File: src/rtl/game_ctrl_pkg.sv
// Shared types and helpers for the game round controller.
package game_ctrl_pkg;

   typedef enum logic [1:0] {
      IDLE   = 2'd0,
      FLIGHT = 2'd1,
      RESULT = 2'd2,
      OVER   = 2'd3
   } game_state_t;

   localparam int BCD_W = 4;

   function automatic logic [BCD_W-1:0] bcd_inc_sat(
      input logic [BCD_W-1:0] d
   );
      return (d >= BCD_W'(9)) ? BCD_W'(9) : d + BCD_W'(1);
   endfunction

endpackage

File: src/rtl/game_key_debounce.sv
// Two-flop synchronizer followed by a stable-count debouncer.
module game_key_debounce #(
   parameter int debounce_cycles = 50000
) (
   input  logic clk,
   input  logic reset,
   input  logic key_raw,
   output logic key_db
);

   localparam int CW = $clog2(debounce_cycles + 1);

   logic          sync1;
   logic          sync2;
   logic [CW-1:0] cnt;

   // Any sample matching the current level restarts the count.
   always_ff @(posedge clk or posedge reset) begin
      if (reset) begin
         sync1  <= 1'b0;
         sync2  <= 1'b0;
         key_db <= 1'b0;
         cnt    <= '0;
      end else begin
         sync1 <= key_raw;
         sync2 <= sync1;
         if (sync2 == key_db) begin
            cnt <= '0;
         end else if (cnt == CW'(debounce_cycles - 1)) begin
            key_db <= sync2;
            cnt    <= '0;
         end else begin
            cnt <= cnt + CW'(1);
         end
      end
   end

endmodule

File: src/rtl/game_round_controller.sv
// Round sequencer: key launch, outcome tracking, scores and game over.
module game_round_controller
   import game_ctrl_pkg::*;
#(
   parameter int clk_mhz               = 50,
   parameter int debounce_cycles       = clk_mhz * 1000,
   parameter int flight_timeout_cycles = clk_mhz * 5_000_000,
   parameter int result_hold_cycles    = clk_mhz * 1_000_000,
   parameter int max_misses            = 3
) (
   input  logic             clk,
   input  logic             reset,
   input  logic             key_left,
   input  logic             key_right,
   input  logic             hit,
   input  logic             miss,
   output logic             launch,
   output logic [1:0]       left_right,
   output logic [1:0]       state,
   output logic [BCD_W-1:0] hits,
   output logic [BCD_W-1:0] misses,
   output logic             game_over
);

   localparam int FT_W = $clog2(flight_timeout_cycles + 1);
   localparam int RH_W = $clog2(result_hold_cycles + 1);

   game_state_t      cur, nxt;
   logic             left_db, right_db;
   logic             db_prev, press;
   logic             launch_n;
   logic [BCD_W-1:0] hits_n, misses_n;
   logic [FT_W-1:0]  flight_cnt;
   logic [RH_W-1:0]  hold_cnt;
   logic             flight_done, hold_done;

   game_key_debounce #(.debounce_cycles(debounce_cycles)) u_db_left (
      .clk     (clk),
      .reset   (reset),
      .key_raw (key_left),
      .key_db  (left_db)
   );

   game_key_debounce #(.debounce_cycles(debounce_cycles)) u_db_right (
      .clk     (clk),
      .reset   (reset),
      .key_raw (key_right),
      .key_db  (right_db)
   );

   assign left_right = {left_db, right_db};
   assign state      = cur;

   always_ff @(posedge clk or posedge reset) begin
      if (reset) begin
         db_prev <= 1'b0;
         press   <= 1'b0;
      end else begin
         db_prev <= left_db | right_db;
         press   <= (left_db | right_db) & ~db_prev;
      end
   end

   // Timers idle at zero outside their own state, so entry starts at zero.
   always_ff @(posedge clk or posedge reset) begin
      if (reset) begin
         flight_cnt <= '0;
         hold_cnt   <= '0;
      end else begin
         flight_cnt <= (cur == FLIGHT) ? flight_cnt + FT_W'(1) : '0;
         hold_cnt   <= (cur == RESULT) ? hold_cnt + RH_W'(1) : '0;
      end
   end

   assign flight_done = (flight_cnt == FT_W'(flight_timeout_cycles - 1));
   assign hold_done   = (hold_cnt == RH_W'(result_hold_cycles - 1));

   always_ff @(posedge clk or posedge reset) begin
      if (reset) begin
         cur    <= IDLE;
         launch <= 1'b0;
         hits   <= '0;
         misses <= '0;
      end else begin
         cur    <= nxt;
         launch <= launch_n;
         hits   <= hits_n;
         misses <= misses_n;
      end
   end

   always_comb begin
      nxt      = cur;
      launch_n = 1'b0;
      hits_n   = hits;
      misses_n = misses;
      unique case (cur)
         IDLE: begin
            if (press) begin
               nxt      = FLIGHT;
               launch_n = 1'b1;
            end
         end
         FLIGHT: begin
            if (hit) begin
               hits_n = bcd_inc_sat(hits);
               nxt    = RESULT;
            end else if (miss || flight_done) begin
               misses_n = misses + BCD_W'(1);
               nxt      = RESULT;
            end
         end
         RESULT: begin
            if (hold_done)
               nxt = (misses == BCD_W'(max_misses)) ? OVER : IDLE;
         end
         OVER: begin
            if (press) begin
               hits_n   = '0;
               misses_n = '0;
               nxt      = IDLE;
            end
         end
      endcase
   end

   always_comb begin
      game_over = (cur == OVER);
   end

endmodule

File: config.mk
export PLATFORM = sky130hd
export DESIGN_NAME = game_round_controller
export DESIGN_NICKNAME = d
export VERILOG_FILES = /design/src/rtl/game_ctrl_pkg.sv /design/src/rtl/game_key_debounce.sv /design/src/rtl/game_round_controller.sv
export SDC_FILE = /design/constraint.sdc
export NUM_CORES = 1
export LEC_CHECK = 0
export ABC_AREA = 1
export BUFFER_PORTS_ARGS = -buffer_cell sky130_fd_sc_hd__buf_2
export CAP_MARGIN = 20
export CORE_MARGIN = 2
export CORE_UTILIZATION = 56
export DETAILED_ROUTE_END_ITERATION = 10
export PLACE_DENSITY = 0.72
export SETUP_SLACK_MARGIN = 0.15
export SYNTH_ARGS = -nofsm -noshare
export SYNTH_HDL_FRONTEND = slang
export SYNTH_SLANG_ARGS = --single-unit
export TNS_END_PERCENT = 50
File: constraint.sdc
create_clock -name clk -period 3 [get_ports clk]
set_input_delay 0.15 -clock clk [delete_from_list [all_inputs] [get_ports clk]]
set_output_delay 0.15 -clock clk [all_outputs]
set_load 0.02 [all_outputs]
== Yosys cells after proc, flatten, opt, wreduce, memory -nomap -nowiden ==
Index checks and enable logic that the tools add are counted.

* Output and inout port bits: 14
* Latch bits: 0
* Memory bits (writable): 0
* Memories kept: 0
* Word-level logic and storage cells: 75
* ROM bits: 0
* Flip-flop bits (word level): 105
* Bits of input ports: 6

* $lt $le $gt $ge: 1
* Equal/unequal tests: 17
* Add/subtract/negate cells: 6
* $mul: 0
* Reduce and logical (&&, ||, !) cells: 8
* Divide/modulo/power cells: 0
* Bitwise logic cells: 5
* Multiplexer cells: 22
* Shifts and indexed selects: 0

{| class="wikitable"
|+ Operators with widths
! cell !! number
|-
| 16-bit 2-to-1 mux || 4
|-
| 16-bit by 1-bit adder with 16-bit output (second input constant) || 2
|-
| 16-bit equality test (second input constant) || 2
|-
| 28-bit by 1-bit adder with 28-bit output (second input constant) || 1
|-
| 28-bit equality test (second input constant) || 1
|-
| 28-bit 2-to-1 mux || 1
|-
| 26-bit by 1-bit adder with 26-bit output (second input constant) || 1
|-
| 26-bit equality test (second input constant) || 1
|-
| 26-bit 2-to-1 mux || 1
|-
| 4-bit 2-to-1 mux || 5
|-
| 4-bit case mux with 2 select lines || 2
|-
| 2-bit 2-to-1 mux || 6
|-
| 4-bit by 1-bit adder with 4-bit output (second input constant) || 2
|-
| 2-bit != test (second input constant) || 4
|-
| 2-bit case mux with 4 select lines || 1
|-
| 4-bit AND reduction || 2
|-
| 2-bit equality test (second input constant) || 2
|-
| 4-bit by 2-bit equality test with 1-bit output (second input constant) || 1
|-
| 4-bit >= comparator (second input constant) || 1
|-
| 2-bit by 1-bit != test with 1-bit output (second input constant) || 2
|-
| 2-bit AND reduction || 2
|-
| 3-bit by 2-bit != test with 1-bit output (second input constant) || 1
|-
| 1-bit inverter || 3
|-
| 3-bit AND reduction || 1
|-
| other kinds (8) || 10
|}

== Longest topological paths before layout ==
Gate-level depths: netlist (run 1).

* Depth after elaboration: 5
* Gate-level depth with buffers: 11
* Depth with buffers taken out: 11

== By module ==
From an unflattened synthesis (run 1), not the netlist that was laid out.

* Cell total of the unflattened synthesis: 754
* Area, all modules: 5751.8 µm²

{| class="wikitable"
|+ Modules (own cells, without submodules)
! module !! area each (µm²) !! instances !! cells each !! seq. area each (µm²)
|-
| game_round_controller || 3717.3 || 1 || 506 || 1676.6
|-
| game_key_debounce || 1017.2 || 2 || 124 || 475.5
|}

== Least setup slack after synthesis (run 1) ==
Ideal clock, no wire load.

* Path type: register -> register
* Start point: register u_db_right.cnt[0]
* End point: register u_db_right.cnt[9]
* Stages on the path, launching flop included: 10
* Data arrival time: 1304 ps
* Data required time: 2880 ps
* Period minus slack after synthesis: 1423 ps
* Slack: 1577 ps
* Path buffers: 0
* Library setup time: 120 ps
* Cells stage by stage: dfrtp_1 -> ha_1 -> nand2_1 -> nor2_2 -> inv_1 -> nor2_1 -> nand3_1 -> nand2_2 -> inv_2 -> and3_1

* Cells in the longest elaborated chain, start to end: 3
* Elaborated cells on any way between the ends: 4
* Those cells by class: add/sub (1); eq/ne (1); mux (2)

{| class="wikitable"
|+ RTL lines
! item !! line !! source
|-
| start: declaration || game_key_debounce.sv:15 || <nowiki>logic [CW-1:0] cnt;</nowiki>
|-
| start signal: assignment || game_key_debounce.sv:33 || <nowiki>cnt <= cnt + CW'(1);</nowiki>
|-
| 16-bit by 1-bit adder with 16-bit output / 16-bit equality test (equally long branches) || game_key_debounce.sv:33, game_key_debounce.sv:29 ||
|-
| 16-bit 2-to-1 mux (*) || game_key_debounce.sv:29 || <nowiki>end else if (cnt == CW'(debounce_cycles - 1)) begin</nowiki>
|-
| 16-bit 2-to-1 mux (*) || game_key_debounce.sv:27 || <nowiki>if (sync2 == key_db) begin</nowiki>
|}

Mark *: on every way between the ends. The rest lies on a longest branch, timed or not.
A chain may end at the register's enable or synchronous reset.

== Worst setup path after layout (run 1) ==
* Start point: register cur[1] (netlist: state[1])
* End point: register cur[1] (netlist: state[1])

* Cells in the longest elaborated chain, start to end: 3
* Elaborated cells on any way between the ends: 10
* Those cells by class: eq/ne (7); mux (1); reduce/logical (2)

{| class="wikitable"
|+ RTL lines
! item !! line !! source
|-
| start: declaration || game_round_controller.sv:28 || <nowiki>game_state_t cur, nxt;</nowiki>
|-
| start signal: assignment || game_round_controller.sv:85 || <nowiki>cur <= nxt;</nowiki>
|-
| 2-bit by 1-bit equality test with 1-bit output, or another cell as far along || game_round_controller.sv:97 || <nowiki>unique case (cur)</nowiki>
|-
| 3-bit by 2-bit != test with 1-bit output (no line), or another cell as far along || -- ||
|-
| 4-bit AND reduction (no line) || -- ||
|}

Several ways; a longest one is shown, not always the timed one.

==> results of run 1 <==
[worst max path at each step]
stage | startpoint | cells after the start | endpoint
after CTS | state[1] | 9 | state[1]
after global placement | state[1] | 9 | state[1]
after detailed placement | state[1] | 9 | state[1]
after global routing | state[1] | 9 | state[1]
after floorplan | u_db_right.cnt[0] | 9 | u_db_right.cnt[9]
final | state[1] | 9 | state[1]
[logic make-up (layout without fill, tap and decap cells)]
group	after synthesis	count (layout)	synth area share [%]
simple gates	437	437	35.0
buf+inv	119	151	7.92
flops	105	105	45.4
compound gates	70	70	6.62
xor+xnor	22	22	3.33
fa+ha+maj	8	8	1.73
[Yosys cell counts (4+ instances only)]
cell / number / area [sq um]
a21oi_1: 29 / 145
dfrtp_1: 105 / 2630
ha_1: 8 / 100
inv_1: 93 / 349
inv_2: 18 / 67.6
nand2_1: 161 / 604
nand2_2: 11 / 68.8
nand3_1: 43 / 215
nand4_1: 15 / 93.8
nor2_1: 136 / 510
nor2_2: 9 / 56.3
nor2_4: 11 / 124
nor3_1: 29 / 145
nor3_2: 7 / 70.1
nor3b_1: 4 / 30.0
o21ai_0: 24 / 120
o21ai_1: 6 / 30.0
xor2_1: 20 / 175
[flip-flops by register name, summed over array words and instances (netlist names)]
register	flops
u_db_right.key_db	1
u_db_right.cnt	16
u_db_left.key_db	1
u_db_left.sync2	1
press	1
u_db_left.cnt	16
hits	4
hold_cnt	26
misses	4
db_prev	1
u_db_right.sync2	1
u_db_left.sync1	1
state	2
flight_cnt	28
u_db_right.sync1	1
launch	1
[through the flow]
stage / instance area, sq um / utilization, % / std cells
3_5_place_dp: 6040 / 59.3 / 910
4_1_cts: 6270 / 61.6 / 929
5_1_grt: 6270 / 61.6 / 929
2_1_floorplan: 5790 / - / 761
6_report: 6270 / 61.6 / 929
3_3_place_gp: 6040 / 59.3 / 910
[power by group]
group	switching, uW	internal (uW)
combinational	328	136
clock	502	399
sequential	80.5	1480
total	911	2010
[routing by layer]
layer	up-vias	share of wire, %
li1	2462	-
met1	2309	47
met2	90	47
met3	21	4.0
met4	0	1.8
met5	-	0
[repair_timing]
item                                   4_1_cts  5_1_grt
hold buffers                                 3        0
setup endpoints to repair                    0        0
endpoints found under the hold margin      107        0
buffers inserted                             0        0
[worst min-delay path: cells and delay by family]
kind | cells | cell delay [ps]
and+or+nand+nor | 3 | 180
buffers and inverters | 1 | 120
[cell type report]
| type | instances | area [sq um] | share of cell area, % |
|---|---|---|---|
| inverters | 112 | 424 | 6.76 |
| clock buffers | 10 | 128 | 2.03 |
| clock inverters | 6 | 78.8 | 1.26 |
| well taps | 136 | 170 | 2.71 |
| flip-flops and latches | 105 | 2630 | 41.9 |
| multi-input cells | 537 | 2700 | 43.0 |
| repair buffers | 23 | 145 | 2.31 |
==> summary.json, run 1 <==
{
  "place": {
    "placement.setup.worst_slack_ps": 1290,
    "port_buffers": 19,
    "dpl.hpwl_mm": 8.92,
    "routabilityCongestion": 0.919
  },
  "hold_path": {
    "timing.hold.worst_endpoint": "misses[1]",
    "whs_path_depth": 4,
    "min_path_type": "primary input to flip-flop",
    "hold_start": "hit"
  },
  "setup_path": {
    "largest_delay_contributor_family_on_the_critical_path": "simple AND/OR/NAND/NOR gates",
    "arrival_ps": 2030,
    "timing.setup.critical_path_class": "flip-flop to flip-flop",
    "critical_path.endpoint_type": "flip-flop",
    "critical_path.slowest_cell": "dfrtp_1",
    "critical_path_buf_inv_count": 1,
    "timing.critical_path.required_ps": 3280,
    "r2r.worst_path.cells": 9,
    "r2r_slack_ps": 1250,
    "top_cell_by_count_worst_path": "nand2_1",
    "maximum_fanout_encountered_on_the_critical_timing_path": 18,
    "crit-reg2reg-launch": "state[1]",
    "reg2reg_to": "state[1]",
    "cp_max_stage_delay_ps": 510,
    "crit_chain": "inv_2 -> nor2_4 -> nand3_1 -> nor2_1 -> nand3_1 -> nand2_1 -> nand2_1 -> nand2_1 -> nand2_1",
    "worstSetupStartpointType": "flip-flop"
  },
  "route": {
    "vias": 4882,
    "totalWireLength_mm": 12.0,
    "post-route-drc-count": 0,
    "detailedRoute.firstPassIterationCount": 5,
    "post_drt_via_cell_ratio": 5.26,
    "antenna_nets_post_route": 0,
    "dr.first_iter.drc_count": 277,
    "drt-wirelength-per-cell_um": 13.0
  },
  "cells_and_area": {
    "final_layout_size_suffix_gt1_share_pct": 12.4,
    "most_frequent_cells_in_the_layout": "nand2_1 (161), nor2_1 (136), dfrtp_1 (105)",
    "area_growth_pct": 8.44,
    "final_net_count": 802,
    "final_common_cell": "nand2_1",
    "layout.filler_cells": 921,
    "n_antenna_cell": 0
  },
  "global_route": {
    "number_of_antenna_violations_at_the_first_check_in_global_routing": 0,
    "grt.met1_usage_pct": 30.9,
    "met3_usage_pct": 5.32,
    "grt_first_pass_wirelength_mm": 21.0,
    "gr-usage-met2_pct": 37.6,
    "grt_busiest_layer": "met2",
    "grt_remaining_overflow": 0,
    "track_usage_pct": 23.2,
    "via_count_of_the_first_global_routing_pass": 4715,
    "maximum_number_of_pins_on_one_net_before_global_route_repair": 106
  },
  "sta": {
    "fmax_achieved_ghz": 0.571,
    "max-slew-margin-rel_pct": 64.8,
    "count_of_final_setup_violators": 0,
    "fin_skew_ps": 12.5,
    "worst_hold_slack_ps": 107,
    "drv_slew": 0,
    "final_min_period_over_clock_period_pct": 58.4,
    "worstMarginPinSlew_ps": 527,
    "grt_setup_unrepaired": "no",
    "layout_min_cycle_time_ps": 1750,
    "final_critical_path_setup_slack_ps": 1250,
    "finalSetupTns_ps": 0,
    "final_hold_viol_count": 0
  },
  "synthesis": {
    "postSynthNetCount": 775,
    "edff_count_synth": 0,
    "synth.avg_cell_area_sq_um": 7.60,
    "synth-warning-count": 0,
    "asyncSetResetFlopFracSynth_pct": 100,
    "synth.yosys.seq_area_share_pct": 45.4,
    "synth_instances": 761,
    "synth_area_sq_um": 5780,
    "synth_seq_cells": 105,
    "synthDistinctLibCells": 37,
    "postSynth.topFlopCell": "dfrtp_1"
  },
  "power_and_ir_drop": {
    "powerDensity_nw_per_um2": 466,
    "design_power_total_uw": 2930,
    "static-leakage-power_uw": 0.00275,
    "irDropWorstVdd_uv": 465
  },
  "clock_tree": {
    "ctsLongestPathBuffers": 2,
    "ctsResizeCount": 0,
    "clkSinkCount": 105,
    "cts.htree.levels": 3,
    "clkTransAtPathRegs_ps": 100,
    "cts_made_buffers": 9,
    "clk_latency_ps": 380,
    "cts_tree": "done",
    "cts_root_buf": "clkbuf_8"
  },
  "floorplan": {
    "number_of_ports_placed_on_the_die_boundary": 20,
    "std_cell_rows": 37,
    "die_width_um": 106,
    "dieHeight_um": 106,
    "initial_core_utilization_pct": 56.8,
    "die_area_sq_um": 11200,
    "core_region_area_sq_um": 10200
  },
  "outcome": {
    "status": "complete, no violations"
  },
  "job": {
    "max-cap-violations": 0
  }
}
Power figures use the tool's default switching activity.
==> run 2, diff against run 1 <==
Settings changed: ABC_AREA 1 to 0, CORE_UTILIZATION 56 to 60, PLACE_DENSITY 0.72 to 0.74.
Clock period 3 ns to 1.8 ns, I/O delays scaled along.
==> summary.json, run 2 <==
{
  "hold_path": {
    "min_path_type": "primary input to flip-flop"
  },
  "floorplan": {
    "number_of_ports_placed_on_the_die_boundary": 20,
    "die_area_sq_um": 9180,
    "die_width_um": 95.8,
    "core_region_area_sq_um": 8180,
    "initial_core_utilization_pct": 61.8,
    "std_cell_rows": 33,
    "dieHeight_um": 95.8
  },
  "outcome": {
    "status": "finished, violations left",
    "failed_checks": "negative setup slack"
  },
  "route": {
    "dr_wl_met3_um": 369,
    "post-route-drc-count": 0,
    "detailroute.wirelength.met2_mm": 5.55,
    "totalWireLength_mm": 10.9,
    "detailedRoute.firstPassIterationCount": 4,
    "vias": 4036,
    "met1Wirelength_mm": 4.73,
    "dr.max_layer_used": "met4",
    "antenna_nets_post_route": 0,
    "drt-wirelength-per-cell_um": 15.5,
    "dr.first_iter.drc_count": 191,
    "post_drt_via_cell_ratio": 5.75
  },
  "sta": {
    "max-slew-margin-rel_pct": 52.9,
    "finalSetupTns_ps": -1930,
    "fin_skew_ps": 7.38,
    "grt_setup_unrepaired": "yes",
    "fmax_achieved_ghz": 0.489,
    "layout_min_cycle_time_ps": 2050,
    "final_critical_path_setup_slack_ps": -246,
    "final_hold_viol_count": 0,
    "final_min_period_over_clock_period_pct": 114,
    "worstMarginPinSlew_ps": 705,
    "worst_hold_slack_ps": 80.7,
    "drv_slew": 0,
    "count_of_final_setup_violators": 21
  },
  "synthesis": {
    "synth_area_sq_um": 5060,
    "postSynthNetCount": 532,
    "synthDistinctLibCells": 45,
    "synth_commonest_cells": "dfrtp_1 (105), nor2_1 (99), nand2_1 (41), xnor2_1 (41), xor2_1 (34)",
    "synth_seq_cells": 105,
    "synth.yosys.seq_area_share_pct": 52.0,
    "asyncSetResetFlopFracSynth_pct": 100,
    "postSynth.topFlopCell": "dfrtp_1",
    "post_synth_main_area_contributors": "dfrtp_1 (52%), nor2_1 (7.3%), xnor2_1 (7.1%)",
    "library_cell_occupying_the_most_area_in_the_post_synthesis_netlist": "dfrtp_1",
    "synth.avg_cell_area_sq_um": 9.76,
    "synth_top_area_share_pct": 52.0,
    "synth_instances": 518,
    "edff_count_synth": 0,
    "synth-warning-count": 0,
    "synth_most_common_cell": "dfrtp_1"
  },
  "cells_and_area": {
    "layout_top_registers": "flight_cnt: 28 flops, hold_cnt: 26 flops",
    "design_area_sq_um": 6220,
    "final_layout_size_suffix_gt1_share_pct": 23.8,
    "n_antenna_cell": 0,
    "area_of_the_multi_input_gates_sq_um": 2620,
    "largest_reg_flops": 28,
    "largest_register": "flight_cnt",
    "layout.area.seq_sq_um": 2630,
    "most_frequent_cells_in_the_layout": "dfrtp_1 (105), nor2_1 (99), buf_4 (47)",
    "finalCoreUtilization_pct": 76.1,
    "area_growth_pct": 23.1,
    "final_common_cell": "dfrtp_1",
    "final_net_count": 607,
    "fin_cells": 702,
    "layout.filler_cells": 541
  },
  "place": {
    "dpl.hpwl_mm": 6.87,
    "cell_count_post_placement": 673,
    "postPlaceCellArea_sq_um": 5570,
    "port_buffers": 19,
    "routabilityCongestion": 0.837
  },
  "global_route": {
    "track_usage_pct": 24.4,
    "via_count_of_the_first_global_routing_pass": 3905,
    "grt_remaining_overflow": 0,
    "maximum_number_of_pins_on_one_net_before_global_route_repair": 70,
    "grt_first_pass_wirelength_mm": 17.5,
    "number_of_antenna_violations_at_the_first_check_in_global_routing": 0
  },
  "clock_tree": {
    "clk_latency_ps": 370,
    "cts_tree": "done",
    "ctsLongestPathBuffers": 2,
    "clkTransAtPathRegs_ps": 100,
    "cts_made_buffers": 9,
    "cts.htree.levels": 3,
    "clkSinkCount": 105,
    "cts_root_buf": "clkbuf_8"
  },
  "setup_path": {
    "arrival_ps": 2350,
    "maximum_fanout_encountered_on_the_critical_timing_path": 4,
    "timing.setup.critical_path_class": "flip-flop to flip-flop",
    "timing.critical_path.required_ps": 2110,
    "worstSetupStartpointType": "flip-flop",
    "critical_path.endpoint_type": "flip-flop"
  },
  "power_and_ir_drop": {
    "powerDensity_nw_per_um2": 630,
    "static-leakage-power_uw": 0.00275,
    "irDropWorstVdd_uv": 516
  },
  "job": {
    "max-cap-violations": 0
  }
}
[run 2: layout make-up]
class / instances / share of cell area, %
clock buffers: 10 / 2.21
clock inverters: 5 / 0.764
inverters: 17 / 1.09
multi-input cells: 382 / 42.1
flip-flops and latches: 105 / 42.2
well taps: 105 / 2.11
repair buffers: 78 / 9.45
[run 2: layer usage]
layer | vias to the layer above | global-route usage, %
met5 | - | 0
met4 | 0 | 7.74
met3 | 21 | 5.32
met2 | 84 | 41.9
met1 | 2019 | 30.8
li1 | 1912 | -
[run 2: report_power, final]
group	internal (uW)	switching, uW
clock network	561	845
logic	41.2	82.2
registers	2370	16.2
total	2980	943
[run 2: repair_timing]
| item | 4_1_cts | 5_1_grt |
|---|---|---|
| gates resized for setup | 34 | 31 |
| gates cloned | 0 | 0 |
| setup buffers | 4 | 7 |
| setup endpoints to repair | 31 | 38 |
| hold buffers | 3 | 0 |
| pin swaps | 16 | 29 |
| hold endpoints to repair | 19 | 0 |
[run 2: kinds of logic after synthesis]
| family | Yosys count | synth area share, % |
|---|---|---|
| XOR/XNOR | 75 | 13.0 |
| buffers and inverters | 31 | 2.67 |
| AND/OR/NAND/NOR | 266 | 26.0 |
| flip-flops | 105 | 52.0 |
| multiplexers | 5 | 1.06 |
| AO/OA/AOI/OAI | 28 | 3.34 |
| adder cells (fa/ha/maj) | 8 | 1.98 |
[run 2: critical path, stage by stage, from the launching register on]
cell,delay [ps]
dfrtp_1,400
or4b_4,560
nor4_4,200
a31oi_2,160
or4b_1,510
a21oi_1,150
[run 2: worst paths after layout]
| path | depth (start not counted) | slack (ps) | from | end |
|---|---|---|---|---|
| setup reg to reg | 5 | -250 | flight_cnt[19] | misses[2] |
| hold / removal | 3 | 80 | hit | misses[2] |
| min in group asynchronous | 3 | 250 | reset | hold_cnt[23] |
| setup / recovery | 5 | -250 | flight_cnt[19] | misses[2] |
| hold reg to reg | 0 | 360 | u_db_left.sync1 | u_db_left.sync2 |
| max in group asynchronous | 4 | 880 | reset | u_db_right.cnt[2] |
[run 2: through the flow]
stage,setup WS (ps),total power (uW)
finish,-246,3920
global route,-321,4060
CTS,-193,3950
detailed placement,-235,2550
global placement,-138,2550
floorplan,-163,2510
